## src/rtl/ct_vfmau_norm_simd_half.sv

```systemverilog
// ct_vfmau_norm_simd_half: two-stage LZA-driven normalizer with one-bit under-estimate correction
module ct_vfmau_norm_simd_half #(
    parameter int MANT_W  = 24,
    parameter int SHIFT_W = 5,
    parameter int EXP_W   = 8
) (
    input  logic               forever_cpuclk,
    input  logic               vfmau_rst,
    input  logic               ex_norm_vld,
    input  logic               ex_norm_stall,
    input  logic               ex_norm_flush,
    input  logic [MANT_W-1:0]  ex_norm_mant,
    input  logic [SHIFT_W-1:0] ex_norm_lza,
    input  logic               ex_norm_lza_zero,
    input  logic [EXP_W-1:0]   ex_norm_exp,
    output logic               norm_vld,
    output logic [MANT_W-1:0]  norm_mant,
    output logic [SHIFT_W:0]   norm_shift,
    output logic [EXP_W-1:0]   norm_exp,
    output logic               norm_zero,
    output logic               norm_exp_unf
);
    logic                 cap, in_zero, fix, c_zero;
    logic [2*MANT_W-1:0]  wide;
    logic [SHIFT_W-1:0]   in_shift;
    logic                 s1_vld, s1_zero;
    logic [MANT_W-1:0]    s1_mant, c_mant;
    logic [SHIFT_W-1:0]   s1_shift;
    logic [EXP_W-1:0]     s1_exp;
    logic [SHIFT_W:0]     c_shift;
    logic [EXP_W:0]       diff;

    always_comb begin
        cap      = ex_norm_vld & ~ex_norm_stall & ~ex_norm_flush;
        in_zero  = ex_norm_lza_zero | (ex_norm_lza >= SHIFT_W'(MANT_W));
        in_shift = (ex_norm_lza >= SHIFT_W'(MANT_W)) ? SHIFT_W'(MANT_W) : ex_norm_lza;
        wide     = {{MANT_W{1'b0}}, ex_norm_mant} << ex_norm_lza;
        fix      = ~s1_zero & ~s1_mant[MANT_W-1];
        c_mant   = s1_zero ? '0 : fix ? s1_mant << 1 : s1_mant;
        c_shift  = {1'b0, s1_shift} + (SHIFT_W+1)'(fix);
        c_zero   = s1_zero | ~|c_mant;
        // one extra bit so the underflow test sees the true signed difference before wrap
        diff     = {s1_exp[EXP_W-1], s1_exp} - (EXP_W+1)'(c_shift);
    end

    always_ff @(posedge forever_cpuclk) begin
        if (vfmau_rst) begin
            s1_vld       <= 1'b0;
            s1_zero      <= 1'b0;
            s1_mant      <= '0;
            s1_shift     <= '0;
            s1_exp       <= '0;
            norm_vld     <= 1'b0;
            norm_mant    <= '0;
            norm_shift   <= '0;
            norm_exp     <= '0;
            norm_zero    <= 1'b0;
            norm_exp_unf <= 1'b0;
        end else if (ex_norm_flush) begin
            s1_vld   <= 1'b0;
            norm_vld <= 1'b0;
        end else if (!ex_norm_stall) begin
            s1_vld   <= ex_norm_vld;
            norm_vld <= s1_vld;
            if (ex_norm_vld) begin
                s1_zero  <= in_zero;
                s1_mant  <= in_zero ? '0 : wide[MANT_W-1:0];
                s1_shift <= in_shift;
                s1_exp   <= ex_norm_exp;
            end
            if (s1_vld) begin
                norm_mant    <= c_mant;
                norm_shift   <= c_shift;
                norm_zero    <= c_zero;
                norm_exp     <= c_zero ? '0 : diff[EXP_W-1:0];
                norm_exp_unf <= ~c_zero & (diff[EXP_W] | ~|diff);
            end
        end
    end

    always_ff @(posedge forever_cpuclk) begin
        if (!vfmau_rst && cap && !in_zero)
            assert (~|wide[2*MANT_W-1:MANT_W]) else $error("LZA over-estimate shifted out a set bit");
    end
endmodule

```

## config.mk

```make
export PLATFORM = sky130hd
export DESIGN_NAME = ct_vfmau_norm_simd_half
export DESIGN_NICKNAME = d
export VERILOG_FILES = /design/src/rtl/ct_vfmau_norm_simd_half.sv
export SDC_FILE = /design/constraint.sdc
export NUM_CORES = 1
export LEC_CHECK = 0
export BUFFER_PORTS_ARGS = -buffer_cell sky130_fd_sc_hd__clkbuf_2
export CORE_MARGIN = 4
export CORE_UTILIZATION = 45
export CTS_CLUSTER_SIZE = 30
export DETAILED_ROUTE_END_ITERATION = 10
export PLACE_DENSITY = 0.8
export SETUP_SLACK_MARGIN = 0.15
export SLEW_MARGIN = 0
export SYNTH_ARGS = -nofsm -noshare
export SYNTH_HDL_FRONTEND = slang
export SYNTH_SLANG_ARGS = --single-unit
```

## constraint.sdc

```tcl
create_clock -name forever_cpuclk -period 3.36 [get_ports forever_cpuclk]
set_input_delay 0.168 -clock forever_cpuclk [delete_from_list [all_inputs] [get_ports forever_cpuclk]]
set_output_delay 0.168 -clock forever_cpuclk [all_outputs]
set_load 0.005 [all_outputs]
```

==> summary.md, run 1 <==
| Metric | Value |
|---|---|
| Busiest layer in global routing | `met2` |
| Reg2Reg Depth | `11` |
| Main combinational cell family by area after synthesis | `simple AND/OR/NAND/NOR gates` |
| WL/cell | `15.3 um` |
| Status | `finished clean` |
| Routability congestion estimate from global placement | `about 0.88` |
| Cell type of the slowest stage on the worst timing path | `sky130_fd_sc_hd__or4_1` |
| Number of port buffers | `83` |
| Endpoint of the worst register-to-register path | `norm_exp[5]` |
| Synth top area share | `34.4%` |
| Ranking of synthesized cells by area | `sky130_fd_sc_hd__dfxtp_1, sky130_fd_sc_hd__mux4_2, sky130_fd_sc_hd__mux2i_1, sky130_fd_sc_hd__a21oi_1, sky130_fd_sc_hd__nand2_1` |
| Class of the worst hold path | `input port to flop` |
| Internal Power | `between 1 and 1.5 mW` |
| Initial antenna violation count | `0` |
| Clk pwr share | `34.9%` |
| Time the final worst path needs with I/O delays and setup | `a little under 3 ns` |
| Setup clock skew after layout | `0.00817 ns` |
| Via count of the routed design | `4250` |
| Final Cycle Share | `86.8%` |
| Ordered cell list for the critical path | `nor2_1 > ha_1 > ha_1 > inv_1 > ha_1 > nor2b_1 > o21ai_1 > nand2_2 > a311o_1 > or4_1 > a21oi_1` |
| Startpoint of the worst-slack reg-to-reg timing path | `s1_mant[23]` |
| GRT overflow | `0` |
| Placed standard-cell area | `~0.005 mm2` |
| CTS tree | `yes` |
| Count of final max-slew check failures | `0` |
| Synthesized-area fraction occupied by ao, oa, aoi and oai cells | `17.8%` |
| Worst slack on hold paths | `0.0237 ns` |
| Nets in the synthesized netlist | `600` |
| Most common flop cell mapped by yosys | `sky130_fd_sc_hd__dfxtp_1` |
| Root Buffer Master | `sky130_fd_sc_hd__clkbuf_8` |
| Die Footprint | `0.0120 mm2` |
| CP dominant cell by count | `sky130_fd_sc_hd__ha_1` |
| Maximum number of pins on one net before global-route repair | `61` |
| Total global-route track usage | `between 10% and 20%` |
| Number of distinct library cell variants in the gate-level netlist after synthesis | `54` |
| Buffers and inverters on the worst path | `1` |
| Worst slew margin | `46.4%` |
| Mean cell area of the mapped netlist | `8.48 um2` |
| Height of the chip | `approximately 110 um` |
| Fin. Hold Viols | `0` |
| Clock edge transition at the registers on the reported setup and hold paths | `0.08 ns` |
| Vias in the first global route | `roughly 3800` |
| Summed instance area of the synthesized netlist | `0.00466 mm2` |
| Ratio of total power to cell area | `379 mW/mm2` |
| EDFF count, synth | `0` |
| Area of all placed cells without fillers | `between 0.005 and 0.006 mm2` |
| Wire length of the first global-routing pass | `between 15000 and 20000 um` |
| Initial drt markers | `253` |
| Crit end category | `flop` |
| Core footprint | `slightly below 0.01 mm2` |
| Min-Delay Startpoint | `ex_norm_exp[5]` |
| Cells on Worst Hold Path | `3` |
| FFs w/ async S/R, synth | `0%` |
| Area occupied by registers | `0.00160 mm2` |
| Number of fillers in the final layout | `between 900 and 1000` |
| Post-Place Worst Slack | `0.457 ns` |
| Multi-input gate area | `0.00284 mm2` |
| Max-cap check violation count | `0` |
| Startpoint Class | `flop` |
| Number of rows created at floorplan | `36` |
| Worst VDD drop | `0.238 mV` |
| Fraction of power spent switching nets | `28.1%` |
| TNS Setup | `0 ns` |
| HPWL after DPL | `approximately 8600 um` |
| Psw | `0.564 mW` |
| Maximum achievable frequency | `between 0.3 and 0.4 GHz` |
| Proportion of synthesized chip area in sequential cells | `around a third` |
| Fraction of layout instances using a drive strength above 1 | `between 20% and 30%` |
| Relative area change from synthesis to final layout | `13.9%` |
| Post-Syn Instances | `between 500 and 600` |
| Part of the power in combinational logic | `16.8%` |
| Cell type with the largest total area after synthesis | `sky130_fd_sc_hd__dfxtp_1` |
| Number of placed I/O pins | `84` |
| Yosys warning total | `0` |
| Number of gates resized after cts | `0` |
| Xor/xnor cell area share of the yosys netlist | `2.04%` |
| Antenna cell count | `0` |
| Pin slew with the least headroom to its limit | `0.798 ns` |
| Number of sinks on the clock net | `80` |
| Ratio of routed vias to standard cells | `5.74` |
| Final setup violation count | `0` |
| Starting density of the core | `a little under half` |
| Synthesized-area fraction occupied by and/or/nand/nor cells | `roughly 20%` |
| Clock latency reported for the late side of the worst-skew pair | `0.36 ns` |
| Critical path data arrival time | `3.21 ns` |
| Number of antenna-violating nets in the routed design | `0` |
| Met3 usage in global routing | `just under 4%` |
| Chip width | `110 um` |
| Post-route DRC | `0` |
| Share of total power in sequential cells | `48.3%` |
| Worst-case setup margin in the final layout | `0.442 ns` |
| Unrepaired setup endpoints after global routing | `no` |
| Count of hold-fix buffers inserted at cts | `0` |
| Kind of cell with the highest combined delay on the critical path | `simple AND/OR/NAND/NOR gates` |
| Fraction of the core area covered by cells at the end of the flow | `between 50% and 60%` |
| Delay of the slowest cell on the worst path | `between 0.4 and 0.5 ns` |
| Yosys reg bits | `80` |
| WL final | `between 10000 and 15000 um` |
| Leakage power of the design | `1.99 nW` |
| Post-CTS setup buffer count | `0` |
| GRT met2 Usage | `28.8%` |
| Hold-critical path endpoint | `s1_exp[5]` |
| Worst-path maximum fanout | `6` |
| Max Buffers Root-to-Sink | `2` |
| Final Net Count | `~650` |
| Clock buffers created by TritonCTS | `9` |
| Post-synthesis adder-cell area fraction | `2.74%` |
| Register-to-register path setup slack | `0.44 ns` |
| H-tree levels | `3` |
| Number of optimization iterations in the first detailed-route pass | `4` |
| Met1 usage | `28.4%` |
| Required arrival time at the worst endpoint | `3.65 ns` |
| Mux contribution to synthesized area | `between 10% and 20%` |
| Critical path type | `flop to flop` |
## cell families after synthesis
family          Yosys count
xor+xnor                 10
mux                      59
flops                    80
simple gates            203
fa+ha+maj                10
buf+inv                  56
compound gates          131
## routing by layer
layer	routed length, um	part of all wire, %
met5	0	0
met4	164	1.4
met3	765	6.7
met2	5010	44
met1	5420	48
## layout by cell type, fill, tap and decap left out, types with 6 or more instances in the layout
master	count
sky130_fd_sc_hd__nand2_1	58
sky130_fd_sc_hd__mux2i_1	36
sky130_fd_sc_hd__nand2b_1	6
sky130_fd_sc_hd__a22o_1	8
sky130_fd_sc_hd__mux4_2	21
sky130_fd_sc_hd__o21ai_0	12
sky130_fd_sc_hd__clkbuf_8	9
sky130_fd_sc_hd__buf_4	7
sky130_fd_sc_hd__dfxtp_1	80
sky130_fd_sc_hd__o22ai_1	7
sky130_fd_sc_hd__inv_1	9
sky130_fd_sc_hd__nor2_1	58
sky130_fd_sc_hd__clkbuf_2	83
sky130_fd_sc_hd__a22oi_1	13
sky130_fd_sc_hd__ha_1	7
sky130_fd_sc_hd__nor3_1	36
sky130_fd_sc_hd__nand3_1	16
sky130_fd_sc_hd__a21oi_1	62
## power by group through the flow
| stage | combinational [mW] | clock [mW] | sequential (mW) |
|---|---|---|---|
| 4_1_cts | 0.336 | 0.713 | 0.970 |
| 2_1_floorplan | 0.248 | 0 | 0.987 |
| 5_1_grt | 0.373 | 0.761 | 0.972 |
| 3_3_place_gp | 0.328 | 0 | 0.992 |
| 6_report | 0.338 | 0.702 | 0.970 |
| 3_5_place_dp | 0.334 | 0 | 0.993 |
## metrics by stage
step                std cells  total power, mW
floorplan                 549             1.24
global placement          725             1.32
detailed placement        725             1.33
CTS                       741             2.02
global route              741             2.11
finish                    741             2.01
## how the worst max path moves through the flow
stage	to	slack (ns)	depth (start not counted)	start
after global routing	norm_exp[5]	0.30	11	s1_mant[23]
after CTS	norm_exp[5]	0.43	11	s1_mant[23]
after global placement	norm_exp[5]	0.58	11	s1_mant[23]
final	norm_exp[5]	0.44	11	s1_mant[23]
after floorplan	norm_exp[5]	0.21	13	s1_zero
after detailed placement	norm_exp[5]	0.46	11	s1_mant[23]
## cells in the mapped netlist, types with 2 or more instances
master	count
sky130_fd_sc_hd__dfxtp_1	80
sky130_fd_sc_hd__a21oi_1	62
sky130_fd_sc_hd__nand2_1	58
sky130_fd_sc_hd__nor2_1	58
sky130_fd_sc_hd__clkbuf_1	36
sky130_fd_sc_hd__mux2i_1	36
sky130_fd_sc_hd__nor3_1	36
sky130_fd_sc_hd__mux4_2	21
sky130_fd_sc_hd__nand3_1	16
sky130_fd_sc_hd__a22oi_1	13
sky130_fd_sc_hd__o21ai_0	12
sky130_fd_sc_hd__inv_1	9
sky130_fd_sc_hd__a22o_1	8
sky130_fd_sc_hd__buf_1	7
sky130_fd_sc_hd__ha_1	7
sky130_fd_sc_hd__o22ai_1	7
sky130_fd_sc_hd__nand2b_1	6
sky130_fd_sc_hd__a211oi_1	5
sky130_fd_sc_hd__and2_1	5
sky130_fd_sc_hd__nor4_1	5
sky130_fd_sc_hd__xnor2_1	5
sky130_fd_sc_hd__a31oi_1	4
sky130_fd_sc_hd__buf_2	4
sky130_fd_sc_hd__nor3b_1	4
sky130_fd_sc_hd__xor2_1	4
sky130_fd_sc_hd__nand4_1	3
sky130_fd_sc_hd__o2111ai_1	3
sky130_fd_sc_hd__a2bb2oi_1	2
sky130_fd_sc_hd__maj3_1	2
sky130_fd_sc_hd__mux2_2	2
sky130_fd_sc_hd__nand3b_1	2
sky130_fd_sc_hd__nand4b_1	2
sky130_fd_sc_hd__o211ai_1	2
sky130_fd_sc_hd__o311ai_0	2
sky130_fd_sc_hd__o31a_1	2
## sequential cells by signal, summed over array words and instances (netlist names), 5 cells and up
signal,count
norm_mant,24
s1_mant,24
norm_exp,8
s1_exp,8
norm_shift,6
s1_shift,5
## worst min-delay path, cell delays in order
cell	delay (ns)
sky130_fd_sc_hd__clkbuf_2	0.08
sky130_fd_sc_hd__nand2_1	0.04
sky130_fd_sc_hd__a21oi_1	0.05
## layout make-up
cell class / count / share of cell area [%]
inverter: 9 / 0.637
sequential: 80 / 30.2
multi-input combinational: 413 / 53.5
tap: 133 / 3.14
clock buffer: 10 / 2.41
timing repair buffer: 90 / 8.82
clock inverter: 6 / 1.30
Note: power is estimated with default switching activity, not from simulation.
==> run 2: changes to the inputs <==
--- a/config.mk
+++ b/config.mk
@@ -7,10 +7,10 @@
 export LEC_CHECK = 0
 export BUFFER_PORTS_ARGS = -buffer_cell sky130_fd_sc_hd__clkbuf_2
 export CORE_MARGIN = 4
-export CORE_UTILIZATION = 45
+export CORE_UTILIZATION = 51
 export CTS_CLUSTER_SIZE = 30
 export DETAILED_ROUTE_END_ITERATION = 10
-export PLACE_DENSITY = 0.8
+export PLACE_DENSITY = 0.88
 export SETUP_SLACK_MARGIN = 0.15
 export SLEW_MARGIN = 0
 export SYNTH_ARGS = -nofsm -noshare
==> constraint.sdc (replaced) <==
create_clock -name forever_cpuclk -period 2.5 [get_ports forever_cpuclk]
set_input_delay 0.125 -clock forever_cpuclk [delete_from_list [all_inputs] [get_ports forever_cpuclk]]
set_output_delay 0.125 -clock forever_cpuclk [all_outputs]
set_load 0.005 [all_outputs]
==> run 2 against run 1 <==
  * The run now ends with negative setup slack left
  * Die area decreased by 11%
  * Via count increased by 11%
  * Utilization increased by 12 points
  * Maximum frequency increased by 7.6%
  * Register-to-register slack got worse by 0.65 ns
  * Count of clock-buffer cells in the layout unchanged
  * Routed wire length increased by 19%
  * Non-clock buffer count increased by 33
  * Flip-flop and latch count unchanged
  * Global-route usage increased by 4.6 points
  * Final area increased by 9.4%
  * Sequential power increased by 35%
  * Largest cell class unchanged
==> summary.md, run 2 (synthesized netlist as in run 1, its figures left out) <==
| Metric | Value |
|---|---|
| Number of placed I/O pins | `84 (unchanged)` |
| Most common cell after layout, fill and taps aside | `sky130_fd_sc_hd__clkbuf_2 (unchanged)` |
| Clock buffers created by TritonCTS | `9 (unchanged)` |
| HPWL after DPL | `9240 um (was 8650 um)` |
| Leakage power of the design | `2.22 nW (was 1.99 nW)` |
| Startpoint of the worst-slack reg-to-reg timing path | `s1_zero (was s1_mant[23])` |
| Placed standard-cell area | `0.00531 mm2 (was 0.00511 mm2)` |
| Number of optimization iterations in the first detailed-route pass | `5 (was 4)` |
| TNS Setup | `-0.437 ns (was 0 ns)` |
| Final Cycle Share | `108% (was 86.8%)` |
| GRT overflow | `0 (unchanged)` |
| Root Buffer Master | `sky130_fd_sc_hd__clkbuf_8 (unchanged)` |
| CP dominant cell by count | `sky130_fd_sc_hd__ha_4 (was sky130_fd_sc_hd__ha_1)` |
| WL final | `13600 um (was 11400 um)` |
| Max-cap check violation count | `0 (unchanged)` |
| Final setup violation count | `3 (was 0)` |
| Crit path from | `s1_zero (was s1_mant[23])` |
| Die Footprint | `0.0107 mm2 (was 0.0120 mm2)` |
| Crit end category | `flop (unchanged)` |
| Area of all placed cells without fillers | `0.00580 mm2 (was 0.00531 mm2)` |
| Number of rows created at floorplan | `34 (was 36)` |
| Violations in the final reports | `negative setup slack` |
| H-tree levels | `3 (unchanged)` |
| Routability congestion estimate from global placement | `0.948 (was 0.883)` |
| Worst-path maximum fanout | `4 (was 6)` |
| Cells on Worst Hold Path | `2 (was 3)` |
| Ordered cell list for the critical path | `nor2_4 > ha_4 > ha_4 > nand3_4 > xor2_4 > ha_4 > buf_6 > nand3_2 > o221ai_4 > nor4_2 > buf_4 > or4_4 > a21oi_2 (was nor2_1 > ha_1 > ha_1 > inv_1 > ha_1 > nor2b_1 > o21ai_1 > nand2_2 > a311o_1 > or4_1 > a21oi_1)` |
| Status | `finished, violations left (was finished clean)` |
| Time the final worst path needs with I/O delays and setup | `2.71 ns (was 2.92 ns)` |
| Ratio of total power to cell area | `502 mW/mm2 (was 379 mW/mm2)` |
| Final Net Count | `687 (was 654)` |
| Required arrival time at the worst endpoint | `2.79 ns (was 3.65 ns)` |
| CTS tree | `yes (unchanged)` |
| Largest registers | `norm_mant: 24 flops, s1_mant: 24 flops (unchanged)` |
| Chip width | `104 um (was 110 um)` |
| Class of the worst hold path | `input port to flop (unchanged)` |
| Critical path data arrival time | `3.00 ns (was 3.21 ns)` |
| Vias in the first global route | `4428 (was 3840)` |
| Clock latency reported for the late side of the worst-skew pair | `0.35 ns (was 0.36 ns)` |
| Core footprint | `0.00881 mm2 (was 0.00991 mm2)` |
| Buffers and inverters on the worst path | `2 (was 1)` |
| Fraction of layout instances using a drive strength above 1 | `30.1% (was 21.9%)` |
| Total global-route track usage | `24.1% (was 19.4%)` |
| Maximum achievable frequency | `0.369 GHz (was 0.343 GHz)` |
| WL/cell | `18.1 um (was 15.3 um)` |
| Kind of cell with the highest combined delay on the critical path | `simple AND/OR/NAND/NOR gates (unchanged)` |
| Unrepaired setup endpoints after global routing | `yes (was no)` |
| Relative area change from synthesis to final layout | `24.7% (was 13.9%)` |
| Worst VDD drop | `0.222 mV (was 0.238 mV)` |
| Pin slew with the least headroom to its limit | `0.775 ns (was 0.798 ns)` |
| Cell type of the slowest stage on the worst timing path | `sky130_fd_sc_hd__or4_4 (was sky130_fd_sc_hd__or4_1)` |
| Delay of the slowest cell on the worst path | `0.42 ns (was 0.49 ns)` |
| Hold-critical path endpoint | `norm_vld (was s1_exp[5])` |
| Clock edge transition at the registers on the reported setup and hold paths | `0.08 ns (about the same)` |
| Commonest cells after routing, fill and taps aside | `sky130_fd_sc_hd__clkbuf_2, sky130_fd_sc_hd__dfxtp_1, sky130_fd_sc_hd__nand2_1, sky130_fd_sc_hd__a21oi_1, sky130_fd_sc_hd__nor2_1 (was sky130_fd_sc_hd__clkbuf_2, sky130_fd_sc_hd__dfxtp_1, sky130_fd_sc_hd__a21oi_1)` |
| Height of the chip | `104 um (was 110 um)` |
| Wire length of the first global-routing pass | `21700 um (was 18700 um)` |
| Starting density of the core | `52.9% (was 47.0%)` |
| Setup clock skew after layout | `0.00987 ns (was 0.00817 ns)` |
| Max Buffers Root-to-Sink | `2 (unchanged)` |
| Ratio of routed vias to standard cells | `6.29 (was 5.74)` |
| Antenna cell count | `0 (unchanged)` |
| Via count of the routed design | `4709 (was 4250)` |
| Initial drt markers | `418 (was 253)` |
| Count of final max-slew check failures | `0 (unchanged)` |
| Startpoint Class | `flop (unchanged)` |
| Maximum number of pins on one net before global-route repair | `60 (was 61)` |
| Fin. Hold Viols | `0 (unchanged)` |
| Critical path type | `flop to flop (unchanged)` |
| Reg2Reg Depth | `13 (was 11)` |
| Register-to-register path setup slack | `-0.21 ns (was 0.44 ns)` |
| Worst slew margin | `47.9% (was 46.4%)` |
| Number of antenna-violating nets in the routed design | `0 (unchanged)` |
| Min-Delay Startpoint | `ex_norm_flush (was ex_norm_exp[5])` |
| Endpoint of the worst register-to-register path | `norm_exp[5] (unchanged)` |
| Number of sinks on the clock net | `80 (unchanged)` |
| Post-route DRC | `0 (unchanged)` |
| Number of port buffers | `83 (unchanged)` |
| Logic depth of the worst path, buffers included | `13 (was 11)` |
| Worst-case setup margin in the final layout | `-0.212 ns (was 0.442 ns)` |
| Initial antenna violation count | `0 (unchanged)` |
| Post-Place Worst Slack | `-0.210 ns (was 0.457 ns)` |
## run 2: metrics by stage
step | hold slack, ns | utilization, % | std cells | power, mW
after floorplan | 0.204 | - | 549 | 1.68
after global placement | 0.354 | 60.3 | 723 | 1.82
after detailed placement | 0.358 | 60.3 | 723 | 1.84
after CTS | 0.000206 | 65.1 | 749 | 2.88
after global routing | 0.00857 | 65.9 | 749 | 3.02
final | 0.0145 | 65.9 | 749 | 2.91
## run 2: power breakdown
part / internal [mW] / switching (mW) / total, mW
logic: 0.264 / 0.317 / 0.581
registers: 1.29 / 0.0203 / 1.31
clock network: 0.559 / 0.465 / 1.02
## run 2: timing repair
| action | 4_1_cts | 5_1_grt |
|---|---|---|
| resized for setup | 24 | 12 |
| pin swaps | 13 | 8 |
| cloned | 0 | 0 |
| endpoints found under the hold margin | 5 | 0 |
| setup endpoints to repair | 6 | 7 |
| setup buffers | 5 | 0 |
| hold buffers | 5 | 0 |
## run 2: worst max path at each step
| stage | end |
|---|---|
| final | norm_exp[5] |
| after global routing | norm_exp[5] |
| after CTS | norm_exp[5] |
| after detailed placement | norm_exp[5] |
| after global placement | norm_exp[5] |
| after floorplan | norm_exp[5] |
## run 2: cell type report
cell class	count	area [um2]
repair buffers	123	754
well taps	108	135
inverters	9	33.8
clock buffers	10	128
clock inverters	6	83.8
flip-flops and latches	80	1600
multi-input cells	413	3070
fillers	655	3000
## run 2: metal layers
layer	vias to the layer above	wire length, um	track usage (%)
li1	2174	-	-
met1	2216	5740	31.8
met2	261	6280	38.5
met3	58	1120	4.79
met4	0	435	10.4
met5	-	0	0
